## src/rtl/dino_game_pkg.sv

```systemverilog
// rtl/dino_game_pkg.sv - shared screen geometry, frame rate and jump-state encoding for the dino game
package dino_game_pkg;

  localparam int SCREEN_H      = 120;
  localparam int GROUND_Y      = 106;
  localparam int TICK_DIV_60HZ = 833334;

  typedef enum logic [1:0] {
    ST_GROUND = 2'd0,
    ST_RISE   = 2'd1,
    ST_FALL   = 2'd2
  } jump_state_e;

endpackage

```

## src/rtl/frame_tick_gen.sv

```systemverilog
// rtl/frame_tick_gen.sv - frame tick divider, one-cycle tick per TICK_DIV enabled clocks
module frame_tick_gen
  import dino_game_pkg::*;
#(
  parameter int TICK_DIV = TICK_DIV_60HZ
) (
  input  logic clk,
  input  logic resetn,
  input  logic enable,
  output logic tick
);

  localparam int            CW   = $clog2(TICK_DIV);
  localparam logic [CW-1:0] LAST = CW'(TICK_DIV - 1);

  if (TICK_DIV < 2) begin : g_bad_div
    $error("frame_tick_gen: TICK_DIV must be at least 2");
  end

  logic [CW-1:0] cnt_q, cnt_d;

  always_comb begin
    cnt_d = cnt_q;
    if (enable) begin
      cnt_d = (cnt_q == LAST) ? '0 : cnt_q + CW'(1);
    end
  end

  always_ff @(posedge clk) begin
    if (!resetn) begin
      cnt_q <= '0;
    end else begin
      cnt_q <= cnt_d;
    end
  end

  // Pausing freezes the count and suppresses the tick even when parked on LAST.
  assign tick = enable && (cnt_q == LAST);

endmodule

```

## src/rtl/dino_jump_ctrl.sv

```systemverilog
// rtl/dino_jump_ctrl.sv - dino jump physics: edge-detected jump request, GROUND/RISE/FALL per frame tick
module dino_jump_ctrl #(
  parameter int TICK_DIV = dino_game_pkg::TICK_DIV_60HZ,
  parameter int GROUND_Y = dino_game_pkg::GROUND_Y,
  parameter int CEIL_Y   = 40,
  parameter int V0       = 6,
  parameter int GRAV     = 1,
  parameter int VMAX     = 8
) (
  input  logic        clk,
  input  logic        resetn,
  input  logic        enable,
  input  logic        jump,
  output logic [15:0] height,
  output logic        airborne,
  output logic        frame_tick,
  output logic        land
);

  if (CEIL_Y >= GROUND_Y || GROUND_Y > dino_game_pkg::SCREEN_H - 1 || V0 > 15 ||
      VMAX > 15 || GRAV == 0 || GRAV > 15) begin : g_bad_params
    $error("dino_jump_ctrl: illegal geometry or velocity parameters");
  end

  localparam logic [6:0] GROUND_H = 7'(GROUND_Y);
  localparam logic [6:0] CEIL_H   = 7'(CEIL_Y);
  localparam logic [3:0] V0_V     = 4'(V0);
  localparam logic [3:0] GRAV_V   = 4'(GRAV);
  localparam logic [4:0] VMAX_W   = 5'(VMAX);

  dino_game_pkg::jump_state_e state_q, state_d;
  logic [6:0] height_q, height_d;
  logic [3:0] vel_q, vel_d;
  logic       airborne_q, airborne_d;
  logic       land_q, land_d;
  logic       pending_q, pending_d;
  logic       jump_prev_q;

  logic       jump_edge, launch_req;
  logic       rise_clamp, rise_stop, fall_land;
  logic [4:0] vel_up;
  logic [3:0] vel_fall;

  frame_tick_gen #(
    .TICK_DIV(TICK_DIV)
  ) u_tick (
    .clk   (clk),
    .resetn(resetn),
    .enable(enable),
    .tick  (frame_tick)
  );

  // An edge landing on the tick cycle itself is honoured via launch_req directly.
  assign jump_edge  = enable && jump && !jump_prev_q;
  assign launch_req = pending_q || jump_edge;

  always_comb begin
    pending_d = pending_q;
    if (frame_tick) begin
      pending_d = 1'b0;
    end else if (jump_edge) begin
      pending_d = 1'b1;
    end
  end

  // Compares are widened to 8 bits and done before any subtract, so 7-bit height never wraps.
  always_comb begin
    rise_clamp = {1'b0, height_q} < ({4'b0, vel_q} + {1'b0, CEIL_H});
    rise_stop  = vel_q <= GRAV_V;
    vel_up     = {1'b0, vel_q} + {1'b0, GRAV_V};
    vel_fall   = (vel_up > VMAX_W) ? VMAX_W[3:0] : vel_up[3:0];
    fall_land  = ({1'b0, height_q} + {4'b0, vel_fall}) >= {1'b0, GROUND_H};
  end

  always_ff @(posedge clk) begin
    if (!resetn) begin
      state_q <= dino_game_pkg::ST_GROUND;
    end else begin
      state_q <= state_d;
    end
  end

  always_comb begin
    state_d = state_q;
    if (frame_tick) begin
      case (state_q)
        dino_game_pkg::ST_GROUND: if (launch_req) state_d = dino_game_pkg::ST_RISE;
        dino_game_pkg::ST_RISE:   if (rise_clamp || rise_stop) state_d = dino_game_pkg::ST_FALL;
        dino_game_pkg::ST_FALL:   if (fall_land) state_d = dino_game_pkg::ST_GROUND;
        default:                  state_d = dino_game_pkg::ST_GROUND;
      endcase
    end
  end

  always_comb begin
    height_d   = height_q;
    vel_d      = vel_q;
    airborne_d = airborne_q;
    land_d     = 1'b0;
    if (frame_tick) begin
      airborne_d = (state_d != dino_game_pkg::ST_GROUND);
      case (state_q)
        dino_game_pkg::ST_GROUND: begin
          if (launch_req) begin
            vel_d = V0_V;
          end else begin
            height_d = GROUND_H;
            vel_d    = 4'd0;
          end
        end
        dino_game_pkg::ST_RISE: begin
          if (rise_clamp) begin
            height_d = CEIL_H;
            vel_d    = 4'd0;
          end else begin
            height_d = height_q - {3'b0, vel_q};
            vel_d    = rise_stop ? 4'd0 : vel_q - GRAV_V;
          end
        end
        dino_game_pkg::ST_FALL: begin
          if (fall_land) begin
            height_d = GROUND_H;
            vel_d    = 4'd0;
            land_d   = 1'b1;
          end else begin
            height_d = height_q + {3'b0, vel_fall};
            vel_d    = vel_fall;
          end
        end
        default: begin
          height_d = GROUND_H;
          vel_d    = 4'd0;
        end
      endcase
    end
  end

  always_ff @(posedge clk) begin
    if (!resetn) begin
      height_q    <= GROUND_H;
      vel_q       <= 4'd0;
      airborne_q  <= 1'b0;
      land_q      <= 1'b0;
      pending_q   <= 1'b0;
      jump_prev_q <= 1'b0;
    end else begin
      height_q    <= height_d;
      vel_q       <= vel_d;
      airborne_q  <= airborne_d;
      land_q      <= land_d;
      pending_q   <= pending_d;
      jump_prev_q <= jump;
    end
  end

  assign height   = {9'd0, height_q};
  assign airborne = airborne_q;
  assign land     = land_q;

endmodule

```

## config.mk

```make
export PLATFORM = sky130hd
export DESIGN_NAME = dino_jump_ctrl
export DESIGN_NICKNAME = d
export VERILOG_FILES = /design/src/rtl/dino_game_pkg.sv /design/src/rtl/frame_tick_gen.sv /design/src/rtl/dino_jump_ctrl.sv
export SDC_FILE = /design/constraint.sdc
export NUM_CORES = 1
export LEC_CHECK = 0
export BUFFER_PORTS_ARGS = -buffer_cell sky130_fd_sc_hd__buf_2
export CAP_MARGIN = 15
export CORE_MARGIN = 1
export CORE_UTILIZATION = 30
export CTS_CLUSTER_SIZE = 20
export DETAILED_ROUTE_END_ITERATION = 7
export PLACE_DENSITY = 0.49
export SETUP_SLACK_MARGIN = 0.02
export SLEW_MARGIN = 15
export SYNTH_ARGS = -nofsm -noshare
export SYNTH_HDL_FRONTEND = slang
export SYNTH_SLANG_ARGS = --single-unit
export TNS_END_PERCENT = 1
```

## constraint.sdc

```tcl
create_clock -name clk -period 5.7 [get_ports clk]
set_input_delay 1.14 -clock clk [delete_from_list [all_inputs] [get_ports clk]]
set_output_delay 1.14 -clock clk [all_outputs]
set_load 0.01 [all_outputs]
```

==> results_dict.tcl <==
set metrics [dict create \
    clkLatencyLatePin_ps 300 \
    synth_top_area_frac 0.259 \
    drc 0 \
    row_count 35 \
    tightestPinTransition_ps 925 \
    cts_made_buffers 5 \
    gp_congestion 0.813 \
    via_per_inst 5.00 \
    worstPathRequired_ps 5910 \
    core-area_um2 9240 \
    wl_um 6750 \
    wl_per_cell_um 13.8 \
    yosysSeqAreaShare 0.259 \
    p_leak_nw 1.10 \
    numPortBuffers 13 \
    maxSlewViolCount 0 \
    fin_ws_ps 1640 \
    final_cell_mix "40 x nor2_1, 37 x dfxtp_1, 29 x nand2_1" \
    min-delay-start "u_tick.cnt_q[17]$_SDFFE_PN0P_" \
    synth-seq-cells 37 \
    area_delta_synth_final_pct 5.20 \
    io_pins 23 \
    final_nets 384 \
    cts_max_path_buffers 2 \
    maxSlewHeadroom 0.383 \
    setup_viol 0 \
    track_usage 0.145 \
    start_util 0.310 \
    final_common_cell "nor2_1" \
    dieArea_um2 9950 \
    die_w_um 99.7 \
    antenna_cells 0 \
    cts_tree "done" \
    async_reset_ff_frac 0 \
    crit_type "reg -> reg" \
    path_clk_slew_ps 90 \
    yosys_most_used_dff "dfxtp_1" \
    htree_levels 2 \
    die_h_um 99.7 \
    cap_violations 0 \
    status "finished clean" \
    finalHoldViolations 0 \
    power_frac_seq 0.554 \
    rsz0062_at_grt "no" \
    power_switching_uw 122 \
    internal_power_uw 353 \
    vias 2443 \
    first_pass_iters 4 \
    cts_setup_buffers 0 \
    start_kind "flop" \
    period_share 0.713 \
    fin_setup_tns_ps 0 \
    period_needed_ps 4060 \
    netlist-cell-type-count 68 \
    pwr-share-clk 0.405 \
    synth.avg_cell_area_um2 8.07 \
    grt_max_degree 24 \
    crit_path_max_fanout 12 \
    rr_worst_depth 16 \
    combPwrFrac 0.041 \
    power_per_cell_area_nw_per_um2 158 \
    syn_area_um2 2870 \
    ant_nets 0 \
    cts_root_buf "clkbuf_8" \
    ir_worst_vdd_mv 0.0964 \
    synth_warnings 0 \
    antenna_found_initial 0 \
    cts_resized 0 \
    cp-startpoint "vel_q[0]$_SDFFE_PN0P_" \
    drive_gt1_frac 0.108 \
    dp_slack_ps 1680 \
    hp-class "reg -> reg" \
    end_kind "flop" \
    fmax_mhz 246 \
    place_hpwl_um 5040 \
    swShare 0.257 \
    grt_pass1_vias 2233 \
    numClockSinks 37 \
    synth.area.top_cells "dfxtp_1 26%, ha_1 8.3%, nor2_1 5.2%" \
    synth_top_area_cell "dfxtp_1" \
    overflow 0 \
    clock_skew_ps 11.8 \
    grt_first_pass_wirelength_um 11400 \
    synth_edf_count 0 \
    worst-endpoint-arrival_ps 4270 \
    drtIter0Drc 190 \
    reg2reg_from "vel_q[0]$_SDFFE_PN0P_" \
    ctsHoldBuffers 0 \
    synth_cells 355 \
    hold_depth 2 \
]
## worst paths after layout
| kind | slack (ps) | to |
|---|---|---|
| worst max register to register | 1640 | airborne$_SDFFE_PN0P_ |
| worst min register to register | 520 | u_tick.cnt_q[17]$_SDFFE_PN0P_ |
| worst min-delay path | 520 | u_tick.cnt_q[17]$_SDFFE_PN0P_ |
| worst max-delay path | 1640 | airborne$_SDFFE_PN0P_ |
## state kept, by name, summed over array words and instances (netlist names)
register,cells
land,1
height_q,7
u_tick.cnt_q,20
jump_prev_q,1
pending_q,1
vel_q,4
airborne,1
state_q,2
## cells by family after synthesis
| logic type | share of synthesized area |
|---|---|
| AOI/OAI and AO/OA | 0.202 |
| xor gates and xnor gates | 0.0764 |
| adders and majority gates | 0.101 |
| buffers and inverters | 0.0930 |
| DFF | 0.259 |
| muxes | 0.0109 |
| other | 0.00131 |
| and+or+nand+nor | 0.257 |
## synth_stat cells (all sizes together) (7+ instances only)
library cell	n
nand2b	7
nor3	15
a21oi	16
clkbuf	10
ha	19
o21ai	17
nand2	29
nor2	40
xor2	16
buf	13
xnor2	9
dfxtp	37
nand3	17
inv	19
nand4	9
## layout make-up
cell class	count	area [um^2]
clock buffers	6	72.6
clock inverters	2	15.0
fillers	1001	6230
inverters	19	71.3
multi-input cells	283	1890
flip-flops and latches	37	741
well taps	129	161
repair buffers	13	65.1
## per-layer routing
layer / track usage / routed length (um) / up-vias
met1: 0.209 / 3500 / 1147
li1: - / - / 1247
met5: 0 / 0 / -
met2: 0.219 / 2970 / 44
met3: 0.0232 / 193 / 5
met4: 0.0464 / 76 / 0
## power by group through the flow
| stage | Clock (mW) | Combinational, mW | Sequential, mW |
|---|---|---|---|
| CTS | 0.196 | 0.0193 | 0.263 |
| floorplan | 0 | 0.0195 | 0.269 |
| global route | 0.210 | 0.0222 | 0.264 |
| global placement | 0 | 0.0191 | 0.269 |
| detailed placement | 0 | 0.0193 | 0.269 |
| finish | 0.193 | 0.0195 | 0.263 |
## through the flow
stage          instance area, um^2  hold WS [ps]   util  cells  total power [mW]
6_report                      3010           516  0.326    489             0.475
5_1_grt                       3010           543  0.326    489             0.496
4_1_cts                       3010           517  0.326    489             0.479
3_5_place_dp                  2930           498  0.317    481             0.288
3_3_place_gp                  2930           477  0.317    481             0.288
2_1_floorplan                 2900           449      -    363             0.288
## worst max-delay path, stage by stage (launching register included)
cell     delay, ps
dfxtp_1        580
ha_1           340
inv_1          130
nand2_1         80
mux2i_1        110
a21oi_1        220
nor2_1          70
ha_1           230
inv_1           80
fa_1           370
and3b_1        230
a311o_2        390
xor2_1         240
a41oi_1        120
o221a_4        300
o31ai_1        250
a21bo_1        230
(Power assumes the default switching activity.)
